===== src/rtl/wb_pkg.sv =====
// rtl/wb_pkg.sv - shared constants and load-buffer state encoding for the writeback arbiter
//
// Contents:
//   WB_WIDTH  default write data width
//   WB_AW     default register address width
//   wb_cnt_e  load buffer occupancy: EMPTY(0), ONE(1), FULL(2)
package wb_pkg;

  localparam int WB_WIDTH = 32;
  localparam int WB_AW    = 5;

  typedef enum logic [1:0] {
    EMPTY = 2'd0,
    ONE   = 2'd1,
    FULL  = 2'd2
  } wb_cnt_e;

endpackage


===== src/rtl/wb_fifo2.sv =====
// rtl/wb_fifo2.sv - two-entry in-order buffer with simultaneous push and pop
//
// Ports:
//   clk        in   clock, rising edge
//   i_rst_n    in   synchronous active-low reset (clears occupancy only)
//   push       in   write push_data at the tail (ignored when full)
//   push_data  in   W-bit entry
//   pop        in   drop the head entry (ignored when empty)
//   head       out  current head entry
//   count      out  occupancy, encoded as wb_cnt_e
import wb_pkg::*;

module wb_fifo2 #(
  parameter int W = 37
) (
  input  logic         clk,
  input  logic         i_rst_n,
  input  logic         push,
  input  logic [W-1:0] push_data,
  input  logic         pop,
  output logic [W-1:0] head,
  output logic [1:0]   count
);

  wb_cnt_e      state;
  logic [W-1:0] mem0;
  logic [W-1:0] mem1;
  logic         push_ok;
  logic         pop_ok;
  logic         wr_slot1;

  assign push_ok = push && (state != FULL);
  assign pop_ok  = pop && (state != EMPTY);

  // mem0 is always the head; on a pop the tail shifts down, so the new
  // entry lands in the slot that is free after the shift.
  assign wr_slot1 = pop_ok ? (state == FULL) : (state == ONE);

  assign head  = mem0;
  assign count = state;

  always_ff @(posedge clk) begin
    if (!i_rst_n) begin
      state <= EMPTY;
    end else begin
      case ({push_ok, pop_ok})
        2'b10:   state <= (state == EMPTY) ? ONE : FULL;
        2'b01:   state <= (state == FULL) ? ONE : EMPTY;
        default: state <= state;
      endcase
    end
  end

  // Storage is not reset; occupancy alone decides what is valid.
  always_ff @(posedge clk) begin
    if (pop_ok) mem0 <= mem1;
    if (push_ok) begin
      if (wr_slot1) mem1 <= push_data;
      else          mem0 <= push_data;
    end
  end

endmodule


===== src/rtl/wb_arbiter.sv =====
// rtl/wb_arbiter.sv - register-file writeback arbiter between ALU results and buffered loads
//
// Ports:
//   clk, i_rst_n                         clock, synchronous active-low reset
//   i_alu_valid/addr/data, o_alu_ready   ALU writeback request
//   i_mem_valid/addr/data, o_mem_ready   load writeback request
//   o_wr_en/addr/data                    registered register-file write port
//   o_mem_count                          load buffer occupancy (0..2)
//
// Build option WB_X0_DISCARD_EN: a winner targeting address 0 is consumed
// but produces no write.
import wb_pkg::*;

module wb_arbiter #(
  parameter int WIDTH = WB_WIDTH,
  parameter int AW    = WB_AW
) (
  input  logic             clk,
  input  logic             i_rst_n,
  input  logic             i_alu_valid,
  input  logic [AW-1:0]    i_alu_addr,
  input  logic [WIDTH-1:0] i_alu_data,
  output logic             o_alu_ready,
  input  logic             i_mem_valid,
  input  logic [AW-1:0]    i_mem_addr,
  input  logic [WIDTH-1:0] i_mem_data,
  output logic             o_mem_ready,
  output logic             o_wr_en,
  output logic [AW-1:0]    o_wr_addr,
  output logic [WIDTH-1:0] o_wr_data,
  output logic [1:0]       o_mem_count
);

  localparam int EW = AW + WIDTH;

  logic [EW-1:0]    head;
  logic [1:0]       count;
  logic             ready;
  logic             sel_head;
  logic             sel_alu;
  logic             sel_byp;
  logic             push;
  logic             win_valid;
  logic [AW-1:0]    win_addr;
  logic [WIDTH-1:0] win_data;
  logic             discard;

  // Readiness depends only on registered occupancy, never on valids.
  assign ready       = (count != FULL);
  assign o_alu_ready = ready;
  assign o_mem_ready = ready;
  assign o_mem_count = count;

  // A full buffer must drain first so loads can never be starved forever;
  // otherwise the ALU wins, then older buffered loads, then a bypassing load.
  always_comb begin
    sel_head = 1'b0;
    sel_alu  = 1'b0;
    sel_byp  = 1'b0;
    if (count == FULL)       sel_head = 1'b1;
    else if (i_alu_valid)    sel_alu  = 1'b1;
    else if (count != EMPTY) sel_head = 1'b1;
    else if (i_mem_valid)    sel_byp  = 1'b1;
  end

  assign push = i_mem_valid && ready && !sel_byp;

  always_comb begin
    win_valid = sel_head || sel_alu || sel_byp;
    win_addr  = '0;
    win_data  = '0;
    if (sel_head) begin
      win_addr = head[EW-1 -: AW];
      win_data = head[WIDTH-1:0];
    end else if (sel_alu) begin
      win_addr = i_alu_addr;
      win_data = i_alu_data;
    end else if (sel_byp) begin
      win_addr = i_mem_addr;
      win_data = i_mem_data;
    end
  end

`ifdef WB_X0_DISCARD_EN
  assign discard = win_valid && (win_addr == '0);
`else
  assign discard = 1'b0;
`endif

  wb_fifo2 #(.W(EW)) u_fifo (
    .clk       (clk),
    .i_rst_n   (i_rst_n),
    .push      (push),
    .push_data ({i_mem_addr, i_mem_data}),
    .pop       (sel_head),
    .head      (head),
    .count     (count)
  );

  always_ff @(posedge clk) begin
    if (!i_rst_n) begin
      o_wr_en   <= 1'b0;
      o_wr_addr <= '0;
      o_wr_data <= '0;
    end else begin
      o_wr_en <= win_valid && !discard;
      if (win_valid) begin
        o_wr_addr <= win_addr;
        o_wr_data <= win_data;
      end
    end
  end

endmodule


===== config.mk =====
export PLATFORM = sky130hd
export DESIGN_NAME = wb_arbiter
export DESIGN_NICKNAME = d
export VERILOG_FILES = /design/src/rtl/wb_pkg.sv /design/src/rtl/wb_fifo2.sv /design/src/rtl/wb_arbiter.sv
export SDC_FILE = /design/constraint.sdc
export NUM_CORES = 1
export LEC_CHECK = 0
export BUFFER_PORTS_ARGS = -buffer_cell sky130_fd_sc_hd__buf_2
export CAP_MARGIN = 20
export CORE_ASPECT_RATIO = 0.6
export CORE_MARGIN = 2
export CORE_UTILIZATION = 55
export CTS_BUF_LIST = sky130_fd_sc_hd__clkbuf_4 sky130_fd_sc_hd__clkbuf_8 sky130_fd_sc_hd__clkbuf_16
export CTS_CLUSTER_DIAMETER = 60
export CTS_CLUSTER_SIZE = 8
export DETAILED_ROUTE_END_ITERATION = 6
export GPL_TIMING_DRIVEN = 0
export PLACE_DENSITY = 0.8
export SLEW_MARGIN = 10
export SYNTH_ARGS = -nofsm -noshare
export SYNTH_HDL_FRONTEND = slang
export SYNTH_HIERARCHICAL = 1
export SYNTH_SLANG_ARGS = --single-unit

===== constraint.sdc =====
create_clock -name clk -period 4.2 [get_ports clk]
set_input_delay 0.21 -clock clk [delete_from_list [all_inputs] [get_ports clk]]
set_output_delay 0.21 -clock clk [all_outputs]
set_load 0.01 [all_outputs]

==> metrics.yaml, run 1 <==
outcome:
  outcome: "finished, final reports clean"
timing:
  finalMaxSlewViolations: 0
  clock.fmax_mhz: 325
  final.min_clock_period_ns: 3.08
  fin_hold_ws_ns: 0.0144
  finalHoldViolCount: 0
  clock_skew_ns: 0.00835
  tightest_slew_ns: 0.755
  relSlewSlack: 0.496
  fin_ws_ns: 1.12
  finalSetupViolations: 0
  fin_crit_sh: 0.733
  rsz0062_at_grt: "no"
clock_tree:
  hold_buffers: 11
  insertion_delay_ns: 0.41
  cts_made_buffers: 17
  htree_levels: 4
  post_cts_buffers: 0
  clock_sinks: 114
  clock_tree.buffer_depth: 2
  cts_tree: "built"
  ctsResizeCount: 0
  cts_root_buf: "clkbuf_16"
  path_clk_slew_ns: 0.05
floorplanning:
  core.rowCount: 28
  dieHeight_um: 82.8
  initial_utilization: 0.572
  core_area_sq_um: 9950
  ios: 120
  die_w_um: 135
  die_area_sq_um: 11200
placed_design:
  dpl_cell_area_sq_um: 6480
  place_congestion: 0.867
  dp_hpwl_um: 10800
  io_buffers: 119
  dp_slack_ns: 1.25
job:
  cap_violations: 0
synthesis:
  ys_seq_area_frac: 0.466
  ys_top_cells_by_count: "dfxtp_1 (77), mux2_2 (74), a21oi_1 (38), nand2b_1 (38)"
  async_flop_share: 0
  synth_most_common_cell: "dfxtp_1"
  synth_cells: 489
  yosysTopAreaCell: "dfxtp_1"
  ys_ff_latch: 114
  yosys.area.top_type_share: 0.271
  synthDistinctLibCells: 31
  synth_edf_count: 37
  synthTopCellsByArea: "dfxtp_1 (27%), edfxtp_1 (20%), mux2_2 (15%)"
  avgSynthCellArea_sq_um: 11.6
  syn_area_sq_um: 5690
  yosysWarnings: 6
  syn-num-nets: 568
  synth_top_flop_cell: "dfxtp_1"
setup_path:
  critPathSlowestCell: "dfxtp_1"
  crit_chain: "nor2b_2 -> clkbuf_1 -> inv_1 -> o21ai_0 -> o21ai_0 -> buf_4 -> buf_4 -> inv_1 -> ha_1 -> or3_1 -> a21boi_0"
  cpLargestDelayFamily: "buffers and inverters"
  path_max_fanout: 10
  cp-end-kind: "register"
  worst-setup-path-type: "reg -> reg"
  cp.required_ns: 4.53
  cp_num_buf_inv: 5
  crit_arrival_ns: 3.41
  cpPeakStageDelay_ns: 0.54
  start_kind: "register"
power:
  p_total_w: 0.00380
  peakVddDrop_mv: 0.319
  leakagePower_nw: 2.96
  power_density_nw_per_um2: 530
global_routing:
  grt_max_degree: 24
  grt_pass1_vias: 4664
  grt_pass1_wl_um: 24500
  overflow: 0
  grt_usage: 0.292
  antenna_found_initial: 0
cells_and_area:
  utilization: 0.720
  finalNetCount: 718
  layout-drive-gt1-share: 0.443
  num_antenna_cells: 0
  fin_area_sq_um: 7160
  area_growth_pct: 25.8
drt:
  vias: 4846
  ant_nets: 0
  via_per_inst: 6.16
  wl_per_cell_um: 20.3
  routed_wl_um: 16000
  drc_errors: 0
  drtIter0Drc: 342
  drt-pass1-iter-count: 5
hold_path:
  hp-class: "in -> reg"
area by class of cell:
| type | instances | area [sq um] |
|---|---|---|
| fill | 737 | 2790 |
| tap | 135 | 169 |
| sequential | 114 | 2650 |
| clock inverter | 6 | 55.1 |
| inverter | 7 | 26.3 |
| multi-input combinational | 316 | 2690 |
| buffer | 52 | 330 |
| timing repair buffer | 131 | 726 |
| clock buffer | 26 | 512 |
flip-flops by register name, indices dropped and copies added, names as in the netlist:
signal,cells
o_wr_data,32
u_fifo/head,37
o_wr_addr,5
u_fifo/mem1,37
o_wr_en,1
u_fifo/count,2
metal layers:
layer / vias up / share of wire / wire, um / GRT usage
met2: 260 / 0.45 / 7240 / 0.470
met4: 0 / 0.0083 / 132 / 0.0792
met1: 2371 / 0.45 / 7150 / 0.399
li1: 2197 / - / - / -
met5: - / 0 / 0 / 0
met3: 18 / 0.091 / 1460 / 0.0729
report_power, final:
group	switching [W]	total [W]	internal [W]
Combinational	0.000408	0.000920	0.000512
Clock	0.000482	0.00137	0.000893
Sequential	0.000137	0.00150	0.00137
through the flow:
step           instances  setup TNS (ns)
3_5_place_dp         744               0
5_1_grt              787               0
3_3_place_gp         743          -17.56
2_1_floorplan        489               0
6_report             787               0
4_1_cts              787               0
worst register-to-register path: stages (launching register included):
cell	delay (ns)
dfxtp_1	0.54
nor2b_2	0.24
clkbuf_1	0.43
inv_1	0.14
o21ai_0	0.16
o21ai_0	0.19
buf_4	0.23
buf_4	0.21
inv_1	0.07
ha_1	0.26
or3_1	0.38
a21boi_0	0.14
cell families after synthesis:
kind of cell / share of synthesized area
AOI/OAI and AO/OA: 0.212
DFF: 0.466
and+or+nand+nor: 0.109
muxes: 0.146
buffers and inverters: 0.0627
xor gates and xnor gates: 0.00154
adders and majority gates: 0.00220
path summary, 6_finish.rpt:
kind	startpoint	endpoint	slack, ns	cells past startpoint
max reg2reg	u_fifo/count[1]$_SDFFE_PN0P_	u_fifo/count[0]$_SDFFE_PN0P_	1.12	11
min	i_mem_addr[1]	u_fifo/mem1[33]$_DFFE_PP_	0.01	1
min reg2reg	o_wr_data[31]$_SDFFE_PN0P_	o_wr_data[31]$_SDFFE_PN0P_	0.46	1
max	u_fifo/count[1]$_SDFFE_PN0P_	u_fifo/count[0]$_SDFFE_PN0P_	1.12	11
placed cells by master, fill, tap and decap left out, types with 6 or more instances in the layout:
cell type,n
a211o_1,37
a21oi_1,38
buf_2,135
buf_4,8
buf_6,11
clkbuf_1,12
clkbuf_16,17
clkbuf_4,6
dfxtp_1,77
dlygate4sd3_1,11
edfxtp_1,37
inv_1,6
mux2_2,74
nand2b_1,38
o2bb2ai_1,37
o311ai_0,23
o311ai_1,14
or3b_1,16
or3b_2,22
Note: power is estimated with default switching activity, not from simulation.
==> inputs of run 2 (changes only) <==
CORE_UTILIZATION = 50   (was 55)
PLACE_DENSITY = 0.77   (was 0.8)
clock period = 2.8 ns   (was 4.2 ns; I/O delays follow)
==> run 2 against run 1 <==
  * Sequential share of layout area decreased by 1.6 points
  * Core utilization shrank 5.0 points
  * Worst setup slack lost 0.95 ns
  * Via count rose by 2.0%
  * Critical path depth stayed put
  * Highest routed layer unchanged
  * Sequential power grew 51%
  * Global-route usage down 2.0 points
==> metrics.yaml, run 2 (synthesis results as in run 1) <==
clock_tree:
  path_clk_slew_ns: 0.06  # about the same
  cts_made_buffers: 17  # unchanged
  insertion_delay_ns: 0.41  # about the same
  clock_sinks: 114  # unchanged
  clock_tree.buffer_depth: 2  # unchanged
  cts_root_buf: "clkbuf_16"
  htree_levels: 4  # unchanged
  cts_tree: "built"
drt:
  vias: 4944  # +2.0%
  drtIter0Drc: 345  # +0.88%
  wl_per_cell_um: 19.7  # -2.9%
  drt-pass1-iter-count: 4  # -1
  via_per_inst: 5.99  # -2.8%
  drc_errors: 0  # unchanged
  routed_wl_um: 16300  # +1.9%
  ant_nets: 0  # unchanged
setup_path:
  reg2reg_setup_slack_ns: 0.18  # -0.95 ns
  worst-setup-path-type: "reg -> reg"
  path_max_fanout: 10  # unchanged
  worstRegToRegCells: 11  # unchanged
  crit_arrival_ns: 2.94  # -0.47 ns
  cp_num_buf_inv: 5  # unchanged
  r2r-end: "u_fifo/count[0]$_SDFFE_PN0P_"
  cpLargestDelayFamily: "buffers and inverters"
  cpPeakStageDelay_ns: 0.43  # -0.11 ns
  cp.required_ns: 3.12  # -1.41 ns
  critPathSlowestCell: "dfxtp_2"
  start_kind: "register"
  reg2reg_from: "u_fifo/count[1]$_SDFFE_PN0P_"
  cp-end-kind: "register"
  crit_chain: "nor2b_2 -> buf_2 -> inv_1 -> o21ai_0 -> o21ai_0 -> buf_4 -> buf_4 -> inv_1 -> ha_1 -> or3_1 -> a21boi_0"
floorplanning:
  ios: 120  # unchanged
  core.rowCount: 30  # +7.1%
  die_w_um: 142  # +4.7%
  dieHeight_um: 86.6  # +4.6%
  core_area_sq_um: 11200  # +12%
  initial_utilization: 0.509  # -0.0632
  die_area_sq_um: 12300  # +9.6%
power:
  peakVddDrop_mv: 0.478  # +50%
  leakagePower_nw: 3.07  # +3.9%
  power_density_nw_per_um2: 778  # +47%
cells_and_area:
  final_cell_mix: "buf_2 (135), dfxtp_1 (75), mux2_2 (74)"
  mostFrequentLayoutCell: "buf_2"
  area_growth_pct: 31.7
  stdcell_count: 826  # +5.0%
  num_antenna_cells: 0  # unchanged
  nFillCells: 846  # +15%
  layout-drive-gt1-share: 0.434  # -0.00923
  finalNetCount: 748  # +4.2%
timing:
  finalSetupViolations: 0  # unchanged
  final.min_clock_period_ns: 2.62  # -0.453 ns
  relSlewSlack: 0.536  # +0.0397
  clock_skew_ns: 0.00791  # -0.000439 ns
  clock.fmax_mhz: 381  # +17%
  rsz0062_at_grt: "no"
  tightest_slew_ns: 0.694  # -0.0616 ns
  finalHoldViolCount: 0  # unchanged
  finalMaxSlewViolations: 0  # unchanged
  fin_hold_ws_ns: 0.0412  # +0.0268 ns
  fin_crit_sh: 0.937  # +0.205
job:
  cap_violations: 0  # unchanged
global_routing:
  overflow: 0  # unchanged
  antenna_found_initial: 0  # unchanged
  grt_pass1_wl_um: 25600  # +4.3%
  grt_max_degree: 27  # +13%
  grt_usage: 0.272  # -0.0196
  grt_pass1_vias: 4888  # +4.8%
outcome:
  outcome: "finished, final reports clean"
hold_path:
  min_from: "i_rst_n"
  worstHoldPathCells: 2  # +1
  hp-class: "in -> reg"
  whs_endpoint: "u_fifo/count[0]$_SDFFE_PN0P_"
placed_design:
  io_buffers: 119  # unchanged
  place_congestion: 0.823  # -5.1%
  post-place-cells: 753  # +1.2%
  dp_hpwl_um: 11000  # +2.6%
-- run 2: cell count changes in the layout (fill, tap and decap cells not counted), moves of 2 or more --
cell           previous run  this run
bufinv_16                 1         3
buf_4                     8        13
dlygate4sd3_1            11        37
clkinvlp_4                0         6
dfxtp_1                  77        75
clkbuf_4                  6         0
clkbuf_8                  3         0
-- run 2: power by group --
part           switching (W)  leakage (nW)  internal (W)  total [W]
combinational       0.000609          1.81      0.000794    0.00140
sequential          0.000213         0.982       0.00205    0.00226
clock               0.000782         0.277       0.00139    0.00217
total                0.00160          3.07       0.00423    0.00583
-- run 2: what timing repair did --
action	4_1_cts	5_1_grt
buffers inserted	0	5
endpoints found under the hold margin	56	0
hold buffers	37	0
gates resized for setup	4	1
endpoints found under the setup margin	2	1
-- run 2: how the worst max path moves through the flow --
| stage | start | to | cells after the start |
|---|---|---|---|
| after floorplan | u_fifo/count[1]$_SDFFE_PN0P_ | u_fifo/count[0]$_SDFFE_PN0P_ | 11 |
| after global placement | u_fifo/count[0]$_SDFFE_PN0P_ | u_fifo/mem1[33]$_DFFE_PP_ | 6 |
| after detailed placement | u_fifo/count[1]$_SDFFE_PN0P_ | u_fifo/count[0]$_SDFFE_PN0P_ | 11 |
| after CTS | u_fifo/count[0]$_SDFFE_PN0P_ | u_fifo/count[0]$_SDFFE_PN0P_ | 11 |
| after global routing | u_fifo/count[1]$_SDFFE_PN0P_ | u_fifo/count[0]$_SDFFE_PN0P_ | 11 |
| final | u_fifo/count[1]$_SDFFE_PN0P_ | u_fifo/count[0]$_SDFFE_PN0P_ | 11 |
-- run 2: layer usage --
layer | global-route usage | routed length (um) | up-vias
li1 | - | - | 2259
met1 | 0.373 | 7420 | 2420
met2 | 0.433 | 7450 | 249
met3 | 0.0691 | 1290 | 16
met4 | 0.0755 | 116 | 0
met5 | 0 | 0 | -
-- run 2: area by class of cell --
type                       instances  area [sq um]  share of cell area
multi-input combinational        316          2690               0.359
tap                              144           180              0.0240
buffer                            51           327              0.0436
sequential                       114          2660               0.355
timing repair buffer             162          1020               0.137
clock inverter                    15           166              0.0222
inverter                           7          26.3             0.00351
clock buffer                      17           425              0.0568
-- run 2: stage by stage --
stage | util | TNS, ns | total power [W] | area [sq um] | worst slack (ns)
floorplan | - | 0 | 0.00320 | 5700 | 0.279
detailed placement | 0.581 | -0.212 | 0.00362 | 6490 | -0.212
global placement | 0.579 | -8.71 | 0.00352 | 6470 | -0.235
finish | 0.670 | 0 | 0.00583 | 7490 | 0.176
global route | 0.670 | 0 | 0.00609 | 7490 | 0.00356
CTS | 0.667 | 0 | 0.00584 | 7460 | 0.0460
==> inputs of run 3 (changes only) <==
ABC_AREA = 1   (was unset)
CORE_UTILIZATION = 49   (was 50)
PLACE_DENSITY = 0.76   (was 0.77)
TNS_END_PERCENT = 30   (was unset)
==> run 3 against run 2 <==
  * Non-clock buffer count shrank 14
  * Power is 21% higher
  * Synthesized area decreased by 7.8%
  * Core utilization fell by 0.21 points
  * Combinational power increased by 74%
  * First-iteration DRC count is 55% higher
  * Highest routed layer unchanged
==> metrics.yaml, run 3 <==
outcome:
  outcome: "finished, final reports clean"
synthesis:
  async_flop_share: 0  # unchanged
  yosysWarnings: 6  # unchanged
  avgSynthCellArea_sq_um: 7.55  # -35%
  syn-num-nets: 774  # +36%
  ys_ff_latch: 114  # unchanged
  yosysTopAreaCell: "dfxtp_1"
  synth_most_common_cell: "nand2_1"
  synth_top_flop_cell: "dfxtp_1"
  synthDistinctLibCells: 22  # -29%
  synth_edf_count: 37  # unchanged
  synthTopCellsByArea: "dfxtp_1 (29%), edfxtp_1 (21%), nand2_1 (19%)"
  synth_cells: 695  # +42%
  syn_area_sq_um: 5250  # -7.8%
  yosys.area.top_type_share: 0.294  # +0.0230
  ys_seq_area_frac: 0.506  # +0.0396
  ys_top_cells_by_count: "nand2_1 (270), nand3_1 (149), dfxtp_1 (77)"
timing:
  finalMaxSlewViolations: 0  # unchanged
  finalHoldViolCount: 0  # unchanged
  fin_hold_ws_ns: 0.0573  # +0.0161 ns
  tightest_slew_ns: 0.573  # -0.121 ns
  final.min_clock_period_ns: 2.58  # -0.0476 ns
  clock_skew_ns: 0.00863  # +0.000724 ns
  fin_ws_ns: 0.223  # +0.0476 ns
  rsz0062_at_grt: "no"
  finalSetupViolations: 0  # unchanged
  clock.fmax_mhz: 388  # +1.8%
  fin_crit_sh: 0.920  # -0.0170
  relSlewSlack: 0.618  # +0.0817
  tns_ns: 0  # unchanged
hold_path:
  hp-class: "in -> reg"
drt:
  drtIter0Drc: 534  # +55%
  drt-pass1-iter-count: 5  # +1
  routed_wl_um: 15600  # -4.1%
  vias: 5407  # +9.4%
  wl_per_cell_um: 15.3  # -23%
  drc_errors: 0  # unchanged
  via_per_inst: 5.28  # -12%
  ant_nets: 0  # unchanged
cells_and_area:
  area_growth_pct: 33.5
  finalNetCount: 951  # +27%
  num_antenna_cells: 0  # unchanged
  mostFrequentLayoutCell: "nand2_1"
  utilization: 0.668  # -0.00208
  layout-drive-gt1-share: 0.237  # -0.197
  final_cell_mix: "nand2_1 (270), nand3_1 (149), buf_2 (132)"
  stdcell_count: 1024  # +24%
floorplanning:
  die_w_um: 138  # -2.9%
  initial_utilization: 0.500  # -0.00855
  core_area_sq_um: 10500  # -6.3%
  ios: 120  # unchanged
  die_area_sq_um: 11600  # -5.7%
  core.rowCount: 29  # -3.3%
  dieHeight_um: 84.1  # -2.9%
clock_tree:
  path_clk_slew_ns: 0.05  # about the same
  insertion_delay_ns: 0.42  # about the same
  post_cts_buffers: 0  # unchanged
  htree_levels: 4  # unchanged
  clock_tree.buffer_depth: 2  # unchanged
  clock_sinks: 114  # unchanged
  ctsResizeCount: 0  # -4
  cts_root_buf: "clkbuf_16"
  cts_made_buffers: 17  # unchanged
  cts_tree: "built"
global_routing:
  antenna_found_initial: 0  # unchanged
  overflow: 0  # unchanged
  grt_max_degree: 28  # +3.7%
  grt_pass1_vias: 5180  # +6.0%
  grt_pass1_wl_um: 24800  # -3.0%
  grt_usage: 0.283  # +0.0104
placed_design:
  place_congestion: 0.850  # +3.3%
  dp_hpwl_um: 10600  # -4.3%
  io_buffers: 119  # unchanged
  dp_slack_ns: 0.245  # +0.457 ns
  post-place-cells: 954  # +27%
setup_path:
  cp-end-kind: "register"
  start_kind: "register"
  crit_arrival_ns: 2.90  # -0.04 ns
  reg2reg_setup_slack_ns: 0.22  # +0.05 ns
  path_max_fanout: 14  # +4
  worst-setup-path-type: "reg -> reg"
  cp.required_ns: 3.12  # about the same
power:
  leakagePower_nw: 3.55  # +15%
  peakVddDrop_mv: 0.670  # +40%
  power_density_nw_per_um2: 1010  # +30%
job:
  cap_violations: 0  # unchanged
run 3: worst max-delay path, cell delays in order (launching register included):
cell and delay [ns]:
dfxtp_1 0.55, nand2_1 0.18, nand2_1 0.13, buf_2 0.30, inv_2 0.10, nor2_4 0.30, buf_2 0.34, ha_1 0.31
inv_1 0.10, nand2_1 0.06, nand3_1 0.06, inv_1 0.04
run 3: where the power goes:
| part | switching, W | total (W) | internal (W) |
|---|---|---|---|
| registers | 0.000278 | 0.00253 | 0.00225 |
| logic | 0.00155 | 0.00244 | 0.000890 |
| clock network | 0.000720 | 0.00210 | 0.00138 |
run 3: cells by family after synthesis:
group,synth area share
flops,0.506
buf+inv,0.0854
compound gates,0.00620
simple gates,0.400
fa+ha+maj,0.00239
run 3: through the flow:
| stage | instance area [sq um] | total power, W |
|---|---|---|
| final | 7000 | 0.00707 |
| after global routing | 7000 | 0.00750 |
| after CTS | 7000 | 0.00705 |
| after detailed placement | 6040 | 0.00489 |
| after global placement | 6020 | 0.00477 |
| after floorplan | 5250 | 0.00410 |
run 3: metal layers:
layer | wire (um) | track usage
met1 | 6580 | 0.374
met2 | 6930 | 0.429
met3 | 1810 | 0.0851
met4 | 300 | 0.129
met5 | 0 | 0
run 3: final timing paths:
| kind | depth (start not counted) | from | to |
|---|---|---|---|
| max | 11 | u_fifo/count[1]$_SDFFE_PN0P_ | u_fifo/count[0]$_SDFFE_PN0P_ |
| min | 5 | i_alu_data[21] | o_wr_data[21]$_SDFFE_PN0P_ |
| max reg2reg | 11 | u_fifo/count[1]$_SDFFE_PN0P_ | u_fifo/count[0]$_SDFFE_PN0P_ |
| min reg2reg | 2 | o_wr_data[9]$_SDFFE_PN0P_ | o_wr_data[9]$_SDFFE_PN0P_ |
run 3: area by class of cell:
class                      count  area [sq um]
clock buffer                  27           532
sequential                   114          2650
multi-input combinational    497          2150
inverter                      43           161
tap                          139           174
buffer                        41           287
fill                         824          3480
clock inverter                 5          50.0
timing repair buffer         158           996
run 3: repair_timing:
item,4_1_cts,5_1_grt
hold buffers,38,0
endpoints found under the hold margin,66,0
endpoints found under the setup margin,0,0
